<file path="src/rtl/imem_loader_if.sv">
// rtl/imem_loader_if.sv - byte stream in and instruction memory byte write port out
interface imem_loader_if #(
  parameter int ADDR_WIDTH = 32,
  parameter int LAU        = 8
);
  logic                  rx_valid;
  logic [LAU-1:0]        rx_data;
  logic                  rx_ready;
  logic                  mem_we;
  logic [ADDR_WIDTH-1:0] mem_addr;
  logic [LAU-1:0]        mem_data;

  modport master (
    input  rx_valid, rx_data,
    output rx_ready, mem_we, mem_addr, mem_data
  );

  modport slave (
    output rx_valid, rx_data,
    input  rx_ready, mem_we, mem_addr, mem_data
  );
endinterface

</file>
<file path="src/rtl/imem_loader.sv">
// rtl/imem_loader.sv - framed boot image loader, holds the core in reset until a verified image is written
module imem_loader #(
  parameter int ADDR_WIDTH = 32,
  parameter int LAU        = 8,
  parameter int SIZE_LAU   = 2**20
) (
  input  logic         clk_i,
  input  logic         rst_ni,
  imem_loader_if.master bus,
  output logic         core_rst_no,
  output logic         busy_o,
  output logic         done_o,
  output logic         error_o
);

  typedef enum logic [2:0] {
    S_IDLE, S_ADDR, S_LEN, S_PAYLOAD, S_CHECK, S_DONE, S_ERROR
  } state_e;

  localparam logic [LAU-1:0]      SYNC   = LAU'(8'hA5);
  localparam logic [ADDR_WIDTH:0] SIZE_W = (ADDR_WIDTH+1)'(SIZE_LAU);

  state_e                state_q, state_d;
  logic [ADDR_WIDTH-1:0] base_q, base_d;
  logic [ADDR_WIDTH-1:0] len_q, len_d;
  logic [ADDR_WIDTH-1:0] count_q, count_d;
  logic [LAU-1:0]        sum_q, sum_d;
  logic [1:0]            idx_q, idx_d;
  logic                  mem_we_q, mem_we_d;
  logic [ADDR_WIDTH-1:0] mem_addr_q, mem_addr_d;
  logic [LAU-1:0]        mem_data_q, mem_data_d;
  logic                  done_q, done_d;
  logic                  error_q, error_d;

  logic                  rx_ready;
  logic                  xfer;
  logic [ADDR_WIDTH-1:0] base_shift;
  logic [ADDR_WIDTH-1:0] len_shift;
  logic [ADDR_WIDTH:0]   end_w;

  // Multi-byte fields arrive LSB first, so each byte shifts in from the top.
  assign base_shift = {bus.rx_data, base_q[ADDR_WIDTH-1:LAU]};
  assign len_shift  = {bus.rx_data, len_q[ADDR_WIDTH-1:LAU]};
  assign end_w      = {1'b0, base_q} + {1'b0, len_shift};
  assign xfer       = bus.rx_valid && rx_ready;

  always_ff @(posedge clk_i) begin
    if (!rst_ni) begin
      state_q    <= S_IDLE;
      base_q     <= '0;
      len_q      <= '0;
      count_q    <= '0;
      sum_q      <= '0;
      idx_q      <= '0;
      mem_we_q   <= 1'b0;
      mem_addr_q <= '0;
      mem_data_q <= '0;
      done_q     <= 1'b0;
      error_q    <= 1'b0;
    end else begin
      state_q    <= state_d;
      base_q     <= base_d;
      len_q      <= len_d;
      count_q    <= count_d;
      sum_q      <= sum_d;
      idx_q      <= idx_d;
      mem_we_q   <= mem_we_d;
      mem_addr_q <= mem_addr_d;
      mem_data_q <= mem_data_d;
      done_q     <= done_d;
      error_q    <= error_d;
    end
  end

  always_comb begin
    state_d    = state_q;
    base_d     = base_q;
    len_d      = len_q;
    count_d    = count_q;
    sum_d      = sum_q;
    idx_d      = idx_q;
    mem_we_d   = 1'b0;
    mem_addr_d = mem_addr_q;
    mem_data_d = mem_data_q;
    done_d     = done_q;
    error_d    = error_q;
    if (xfer) begin
      case (state_q)
        S_IDLE: begin
          if (bus.rx_data == SYNC) begin
            state_d = S_ADDR;
            idx_d   = 2'd0;
          end
        end
        S_ADDR: begin
          base_d = base_shift;
          idx_d  = idx_q + 2'd1;
          if (idx_q == 2'd3) state_d = S_LEN;
        end
        S_LEN: begin
          len_d = len_shift;
          idx_d = idx_q + 2'd1;
          if (idx_q == 2'd3) begin
            // Range check is one bit wider than the address so a wrapping BASE+LEN is rejected.
            if (end_w > SIZE_W) begin
              state_d = S_ERROR;
              error_d = 1'b1;
            end else if (len_shift == '0) begin
              state_d = S_CHECK;
              sum_d   = '0;
            end else begin
              state_d = S_PAYLOAD;
              count_d = '0;
              sum_d   = '0;
            end
          end
        end
        S_PAYLOAD: begin
          mem_we_d   = 1'b1;
          mem_addr_d = base_q + count_q;
          mem_data_d = bus.rx_data;
          count_d    = count_q + 1'b1;
          sum_d      = sum_q + bus.rx_data;
          if (count_q == len_q - 1'b1) state_d = S_CHECK;
        end
        S_CHECK: begin
          if (bus.rx_data == sum_q) begin
            state_d = S_DONE;
            done_d  = 1'b1;
          end else begin
            state_d = S_ERROR;
            error_d = 1'b1;
          end
        end
        default: ;
      endcase
    end
  end

  always_comb begin
    rx_ready = 1'b0;
    busy_o   = 1'b0;
    case (state_q)
      S_IDLE:                    rx_ready = rst_ni;
      S_ADDR, S_LEN,
      S_PAYLOAD, S_CHECK: begin
        rx_ready = rst_ni;
        busy_o   = 1'b1;
      end
      default: ;
    endcase
  end

  assign bus.rx_ready = rx_ready;
  assign bus.mem_we   = mem_we_q;
  assign bus.mem_addr = mem_addr_q;
  assign bus.mem_data = mem_data_q;
  assign done_o       = done_q;
  assign error_o      = error_q;
  assign core_rst_no  = done_q;

endmodule

</file>
<file path="src/flat_wrapper.sv">
// flat-port wrapper written by rule: the top's interface ports become plain ports
module imem_loader_flat 
#(
  parameter int ADDR_WIDTH = 32,
  parameter int LAU        = 8,
  parameter int SIZE_LAU   = 2**20
)
  (clk_i, rst_ni, core_rst_no, busy_o, done_o, error_o, bus_rx_valid, bus_rx_data, bus_rx_ready, bus_mem_we, bus_mem_addr, bus_mem_data);
  imem_loader_if #(.ADDR_WIDTH(ADDR_WIDTH), .LAU(LAU)) bus_i ();
  input  logic clk_i;
  input  logic rst_ni;
  output logic core_rst_no;
  output logic busy_o;
  output logic done_o;
  output logic error_o;
  input wire logic [$bits(bus_i.rx_valid)-1:0] bus_rx_valid;
  input wire logic [$bits(bus_i.rx_data)-1:0] bus_rx_data;
  output wire logic [$bits(bus_i.rx_ready)-1:0] bus_rx_ready;
  output wire logic [$bits(bus_i.mem_we)-1:0] bus_mem_we;
  output wire logic [$bits(bus_i.mem_addr)-1:0] bus_mem_addr;
  output wire logic [$bits(bus_i.mem_data)-1:0] bus_mem_data;
  assign bus_i.rx_valid = bus_rx_valid;
  assign bus_i.rx_data = bus_rx_data;
  assign bus_rx_ready = bus_i.rx_ready;
  assign bus_mem_we = bus_i.mem_we;
  assign bus_mem_addr = bus_i.mem_addr;
  assign bus_mem_data = bus_i.mem_data;
  imem_loader #(.ADDR_WIDTH(ADDR_WIDTH), .LAU(LAU), .SIZE_LAU(SIZE_LAU)) u_core (.clk_i(clk_i), .rst_ni(rst_ni), .bus(bus_i), .core_rst_no(core_rst_no), .busy_o(busy_o), .done_o(done_o), .error_o(error_o));
endmodule
</file>
<file path="config.mk">
export PLATFORM = sky130hd
export DESIGN_NAME = imem_loader_flat
export DESIGN_NICKNAME = d
export VERILOG_FILES = /design/src/rtl/imem_loader_if.sv /design/src/rtl/imem_loader.sv /design/src/flat_wrapper.sv
export SDC_FILE = /design/constraint.sdc
export NUM_CORES = 1
export LEC_CHECK = 0
export ABC_CLOCK_PERIOD_IN_PS = 4800
export BUFFER_PORTS_ARGS = -buffer_cell sky130_fd_sc_hd__buf_2
export CORE_ASPECT_RATIO = 0.9
export CORE_MARGIN = 3
export CORE_UTILIZATION = 64
export CTS_BUF_LIST = sky130_fd_sc_hd__clkbuf_8
export CTS_CLUSTER_DIAMETER = 30
export DETAILED_ROUTE_END_ITERATION = 8
export PLACE_DENSITY = 0.83
export SLEW_MARGIN = 20
export SYNTH_ARGS = -nofsm -noshare
export SYNTH_HDL_FRONTEND = slang
export SYNTH_SLANG_ARGS = --single-unit
</file>
<file path="constraint.sdc">
create_clock -name clk_i -period 4.8 [get_ports clk_i]
set_clock_uncertainty 0.15 [all_clocks]
set_input_delay 0.24 -clock clk_i [delete_from_list [all_inputs] [get_ports clk_i]]
set_output_delay 0.24 -clock clk_i [all_outputs]
set_load 0.03 [all_outputs]
</file>
==> out/results.txt, run 1 <==
nets: 1587
Worst-path clk slew: 0.09 ns
grt met3 use: 0.0513
average wire per standard cell: 18.3 um
clock sinks: 152
footprint of the multi-input gates: 7320 um2
Worst Reg2Reg Path Length in Cells: 12
Yosys warnings: 0
Critical Path End: u_core.count_q[1]$_SDFFE_PN0P_
initial antenna violation count: 0
total global-route track usage: 0.335
count leader, synth: nand2_1
Worst Tran Pin Value: 0.857 ns
CTS H-Tree Depth: 4
setup bufs post-CTS: 0
Hold Vio Cnt, Final: 0
Gates resized, CTS repair: 0
Pwr per Cell Area: 197 nW/um2
Routed WL: 31500 um
nature of the critical path endpoint: flop
Routability Congestion: 0.968
Finished Core Util: 0.714
Leak: 4.83 nW
Commonest cells post-synth: nand2_1, a21oi_1, dfxtp_1
Tcrit/Tclk final: 0.966
max cap viols: 0
relative slew slack: 0.429
final routed DRC violation total: 0
first-pass GRT wire length: 50500 um
pins over their slew limit: 0
Synth area leaders: dfxtp_1, nand2_1, a21oi_1
largest net degree at the start of global routing: 80
Post-Syn Area per Cell: 7.33 um2
EDFF count, synth: 0
fin crit period: 4.64 ns
row cnt: 44
crit-path max FO: 12
die area: 18500 um2
placed cell count: 1679
DIE WIDTH: 143 um
worst path required time: 5.03 ns
Routed Antenna Nets: 0
Inserted Diodes: 0
GRT Max-Usage Layer: met2
post-synth top area share: 0.281
Synth async-reset ratio: 0
sequential cell area: 3040 um2
R2R Setup Slk: 0.29 ns
area leader, netlist: dfxtp_1
fin worst setup slack: 0.164 ns
CTS Buffer Depth: 2
1st-iter DRT viols: 1259
DP HPWL: 23100 um
Post-Syn Area: 10800 um2
CP Class: in -> reg
CTS root buffer: clkbuf_8
Area Growth Syn to Fin: 7.65%
final non-filler cell total: 1720
Core Area: 16400 um2
ys flop type: dfxtp_1
grt ovf: 0
FF-to-FF Start: u_core.base_q[25]$_SDFFE_PN0P_
met1 usage: 0.463
port buffer count: 56
Final setup viols: 0
RSZ-0062 raised after global routing: no
share of the yosys chip area belonging to registers: 0.281
hold crit path type: in -> reg
status: completed
die height: 130 um
CP arrival: 4.87 ns
Seq cells post-synth: 152
Top Ports: 57
CTS tree: built
number of global-route vias before repair: 9912
Syn Inst Count: 1479
fill count: 1384
syn nets: 1566
Startpoint Class: primary input
Worst setup startpoint: bus_rx_data[1]
Initial Util: 0.663
worst vdd ir: 0.216 mV
share of cells above drive strength 1: 0.0899
clk_lat worst skew: 0.46 ns
maximum clock frequency: 216 MHz
CTS buffer count: 17
drt first pass iters: 5
RR Endpoint: u_core.count_q[1]$_SDFFE_PN0P_
Vias per Instance: 6.45
met2 usage: 0.529
DR vias: 11100
Setup TNS: 0 ns
pre-CTS setup slack: 0.442 ns
count of different cell masters after synthesis: 74
## cells in the final DEF, fill, tap and decap left out, types with 6 or more instances in the layout
| cell type | count |
|---|---|
| a211oi_1 | 18 |
| a21o_1 | 33 |
| a21oi_1 | 185 |
| a31oi_1 | 41 |
| and3_1 | 26 |
| buf_2 | 56 |
| buf_4 | 19 |
| clkbuf_8 | 18 |
| dfxtp_1 | 152 |
| dlygate4sd3_1 | 9 |
| ha_1 | 73 |
| inv_1 | 43 |
| mux2i_1 | 19 |
| nand2_1 | 262 |
| nand2b_1 | 18 |
| nand3_1 | 43 |
| nand4_1 | 20 |
| nor2_1 | 95 |
| nor2b_1 | 13 |
| nor3_1 | 34 |
| nor4_1 | 15 |
| o211ai_1 | 11 |
| o21a_1 | 10 |
| o21ai_0 | 68 |
| o21bai_1 | 10 |
| o22ai_1 | 6 |
| or3_1 | 14 |
| or4_1 | 8 |
| xnor2_1 | 43 |
| xor2_1 | 38 |
## cell type report
class	instances	area share
multi-input cells	1201	0.627
clock buffers	18	0.0212
clock inverters	14	0.00964
repair buffers	85	0.0456
flip-flops and latches	152	0.261
inverters	43	0.0139
well taps	207	0.0222
## per-stage QoR
stage	total power, mW	hold WS [ns]	cell area (um2)
final	2.30	0.152	11700
after global routing	2.36	0.149	11700
after CTS	2.30	0.131	11700
after detailed placement	1.39	0.292	11200
after global placement	1.39	0.286	11200
after floorplan	1.36	0.226	10800
## logic make-up after synthesis
group / Yosys count / share of synthesized area
mux: 22 / 0.0206
fa+ha+maj: 76 / 0.0897
simple gates: 581 / 0.248
buf+inv: 126 / 0.0467
flops: 152 / 0.281
compound gates: 441 / 0.249
xor+xnor: 81 / 0.0654
## registers in the layout, indices dropped and copies added, names as in the netlist, 2 cells and up
| register | cells |
|---|---|
| u_core.base_q | 32 |
| u_core.bus.mem_addr | 32 |
| u_core.count_q | 32 |
| u_core.len_q | 32 |
| u_core.bus.mem_data | 8 |
| u_core.sum_q | 8 |
| u_core.state_q | 3 |
| u_core.idx_q | 2 |
## repair_timing
action | in CTS | in global routing
endpoints found under the setup margin | 0 | 0
hold buffers | 9 | 0
endpoints found under the hold margin | 25 | 0
## worst min path at each step
| stage | cells after the start | startpoint | to |
|---|---|---|---|
| 6_report | 3 | rst_ni | u_core.sum_q[7]$_SDFFE_PN0P_ |
| 2_1_floorplan | 2 | bus_rx_data[0] | u_core.base_q[24]$_SDFFE_PN0P_ |
| 3_5_place_dp | 2 | u_core.bus.mem_addr[9]$_SDFFE_PN0P_ | u_core.bus.mem_addr[9]$_SDFFE_PN0P_ |
| 4_1_cts | 3 | rst_ni | u_core.state_q[2]$_SDFFE_PN0P_ |
| 3_3_place_gp | 2 | u_core.bus.mem_addr[12]$_SDFFE_PN0P_ | u_core.bus.mem_addr[12]$_SDFFE_PN0P_ |
| 5_1_grt | 3 | rst_ni | u_core.state_q[2]$_SDFFE_PN0P_ |
## power breakdown
| group | total, mW | internal [mW] | switching [mW] |
|---|---|---|---|
| Combinational | 0.105 | 0.0344 | 0.0708 |
| Clock | 0.925 | 0.382 | 0.543 |
| Sequential | 1.27 | 1.26 | 0.00394 |
| Total | 2.30 | 1.68 | 0.618 |
## per-layer routing
layer | vias to the layer above | share of wire
met2 | 528 | 0.46
li1 | 5356 | -
met5 | - | 0
met1 | 5134 | 0.44
met3 | 69 | 0.074
met4 | 0 | 0.033
## critical path: stages
cell	delay (ns)
dlygate4sd3_1	0.55
buf_2	0.19
ha_1	0.54
nand4_1	0.31
a311oi_1	0.39
mux2_2	0.38
nor3_1	0.25
o311ai_0	0.19
or4_1	0.58
nor4_2	0.36
buf_4	0.20
nand2_2	0.10
o21ai_1	0.35
mux2i_1	0.25
No activity file was read; power rests on OpenSTA's default activity.
==> run 2: changes to the inputs <==
--- a/config.mk
+++ b/config.mk
@@ -6,7 +6,7 @@
 export NUM_CORES = 1
 export LEC_CHECK = 0
 export ABC_CLOCK_PERIOD_IN_PS = 4800
-export BUFFER_PORTS_ARGS = -buffer_cell sky130_fd_sc_hd__buf_2
+export BUFFER_PORTS_ARGS = -buffer_cell sky130_fd_sc_hd__buf_4
 export CORE_ASPECT_RATIO = 0.9
 export CORE_MARGIN = 3
 export CORE_UTILIZATION = 64
==> run 2 against run 1 <==
Sequential share of layout area shrank 0.46 points; non-clock buffer count grew 2; combinational power grew 4%; critical path depth shrank 1; global-route usage grew 0.45 points; clock power grew 12%; maximum frequency grew 3.1%; worst setup slack gained 0.14 ns; critical path type is now reg -> reg; critical endpoint is now u_core.count_q[25]$_SDFFE_PN0P_.
==> out/results.txt, run 2 (synthesis results as in run 1) <==
most frequent cells in the layout: nand2_1, a21oi_1, dfxtp_1
clock power share: 0.430 (+0.027)
CTS Buffer Depth: 2 (unchanged)
status: completed
maximum clock frequency: 222 MHz (+3.1%)
Initial Util: 0.663 (unchanged)
Setup TNS: 0 ns (unchanged)
max cap viols: 0 (unchanged)
1st-iter DRT viols: 1130 (-10%)
Top Ports: 57 (unchanged)
design area: 11900 um2 (+1.8%)
Worst Tran Pin Value: 0.907 ns (+0.0502 ns)
Core Area: 16400 um2 (unchanged)
relative slew slack: 0.395 (-0.0335)
DR vias: 11000 (-0.46%)
CTS tree: built
crit-path max FO: 7 (-5)
row cnt: 44 (unchanged)
commonest non-fill, non-tap cell in the layout: nand2_1
clock sinks: 152 (unchanged)
Inserted Diodes: 0 (unchanged)
setup bufs post-CTS: 0 (unchanged)
hold wc startpoint: rst_ni
worst vdd ir: 0.189 mV (-12%)
Switching Power: 0.588 mW (-4.8%)
share of cells above drive strength 1: 0.0905 (+0.000661)
sw frac: 0.244 (-0.0250)
Hold Vio Cnt, Final: 0 (unchanged)
final routed DRC violation total: 0 (unchanged)
pins over their slew limit: 0 (unchanged)
clk_lat worst skew: 0.47 ns (about the same)
Area Growth Syn to Fin: 9.57%
die area: 18500 um2 (unchanged)
CTS H-Tree Depth: 4 (unchanged)
FF-to-FF Start: u_core.len_q[8]$_SDFFE_PN0P_
port buffer count: 56 (unchanged)
Startpoint Class: flop
nature of the critical path endpoint: flop
placed inst area: 11400 um2 (+1.4%)
number of global-route vias before repair: 10100 (+1.7%)
Worst setup startpoint: u_core.len_q[8]$_SDFFE_PN0P_
CP Class: reg -> reg
Tcrit/Tclk final: 0.937 (-0.0290)
internal power: 1.82 mW (+8.5%)
Pwr per Cell Area: 203 nW/um2 (+3.1%)
Worst-path clk slew: 0.08 ns (about the same)
average wire per standard cell: 18.4 um (+0.53%)
Routed WL: 31700 um (+0.53%)
fin crit period: 4.50 ns (-0.139 ns)
Comb power frac: 0.045 (about the same)
nets: 1589 (+0.13%)
first-pass GRT wire length: 51200 um (+1.4%)
Leak: 4.87 nW (+0.72%)
largest net degree at the start of global routing: 65 (-19%)
worst path required time: 4.95 ns (-0.08 ns)
CTS root buffer: clkbuf_8
grt ovf: 0 (unchanged)
Routability Congestion: 0.987 (+1.9%)
CTS buffer count: 17 (unchanged)
initial antenna violation count: 0 (unchanged)
RSZ-0062 raised after global routing: no
Routed Antenna Nets: 0 (unchanged)
share of power burned in registers: 0.525 (-0.026)
DP HPWL: 23100 um (-0.24%)
Final setup viols: 0 (unchanged)
CP arrival: 4.65 ns (-0.22 ns)
DIE WIDTH: 143 um (unchanged)
hold crit path type: in -> reg
Vias per Instance: 6.42 (-0.46%)
drt first pass iters: 6 (+1)
total global-route track usage: 0.339 (+0.00454)
die height: 130 um (unchanged)
## run 2: cell count changes in the layout (fill, tap and decap cells not counted)
cell / before / now
nor4_4: 0 / 1
buf_2: 56 / 0
bufinv_16: 0 / 3
a211oi_1: 18 / 17
clkinv_2: 2 / 3
nor4_2: 2 / 1
inv_8: 1 / 0
a211oi_2: 2 / 3
buf_4: 19 / 77
clkinv_4: 3 / 1
inv_6: 5 / 2
## run 2: layout make-up
cell class / instances / area, um2
inverters: 43 / 163
fillers: 1376 / 4470
clock inverters: 12 / 153
well taps: 207 / 259
clock buffers: 18 / 248
flip-flops and latches: 152 / 3040
repair buffers: 87 / 688
multi-input cells: 1201 / 7330
## run 2: layer usage
layer	routed length, um	part of all wire	track usage	vias to the layer above
met3	2580	0.081	0.0683	87
met5	0	0	0	-
met4	1110	0.035	0.127	0
met1	13700	0.43	0.450	5105
met2	14300	0.45	0.548	490
li1	-	-	-	5354
## run 2: worst paths after layout
| kind | to | slack, ns | depth (start not counted) |
|---|---|---|---|
| worst max-delay path | u_core.count_q[25]$_SDFFE_PN0P_ | 0.30 | 13 |
| worst min-delay path | u_core.state_q[2]$_SDFFE_PN0P_ | 0.03 | 3 |
| worst max register to register | u_core.count_q[25]$_SDFFE_PN0P_ | 0.30 | 13 |
| worst min register to register | u_core.bus.mem_addr[7]$_SDFFE_PN0P_ | 0.31 | 2 |
## run 2: per-stage QoR
step	cells	utilization	setup WS, ns	hold slack (ns)	total power, mW
2_1_floorplan	1479	-	0.899	0.226	1.36
3_3_place_gp	1681	0.696	0.486	0.290	1.39
3_5_place_dp	1681	0.696	0.340	0.297	1.39
4_1_cts	1720	0.726	0.307	0.0141	2.41
5_1_grt	1720	0.727	0.0783	0.0447	2.47
6_report	1720	0.727	0.303	0.0347	2.41
## run 2: worst max-delay path: stages (launching register included)
cell      delay [ns]
dfxtp_1         0.45
ha_1            0.26
fa_1            0.24
a211oi_2        0.11
nor3_1          0.40
o21ai_0         0.21
a21o_1          0.23
o21bai_1        0.18
mux2_2          0.35
or4_1           0.60
nor4_4          0.47
nand2_2         0.16
o21ai_1         0.38
a311oi_1        0.16
## run 2: what timing repair did
| action | in CTS | in global routing |
|---|---|---|
| hold endpoints to repair | 25 | 0 |
| gates resized for setup | 0 | 2 |
| hold buffers | 9 | 0 |
| setup endpoints to repair | 0 | 6 |
## run 2: power by group through the flow
stage | registers [mW] | logic (mW) | clock network [mW]
2_1_floorplan | 1.29 | 0.0682 | 0
3_3_place_gp | 1.29 | 0.0978 | 0
3_5_place_dp | 1.29 | 0.0991 | 0
4_1_cts | 1.26 | 0.105 | 1.04
5_1_grt | 1.27 | 0.117 | 1.09
6_report | 1.27 | 0.109 | 1.04
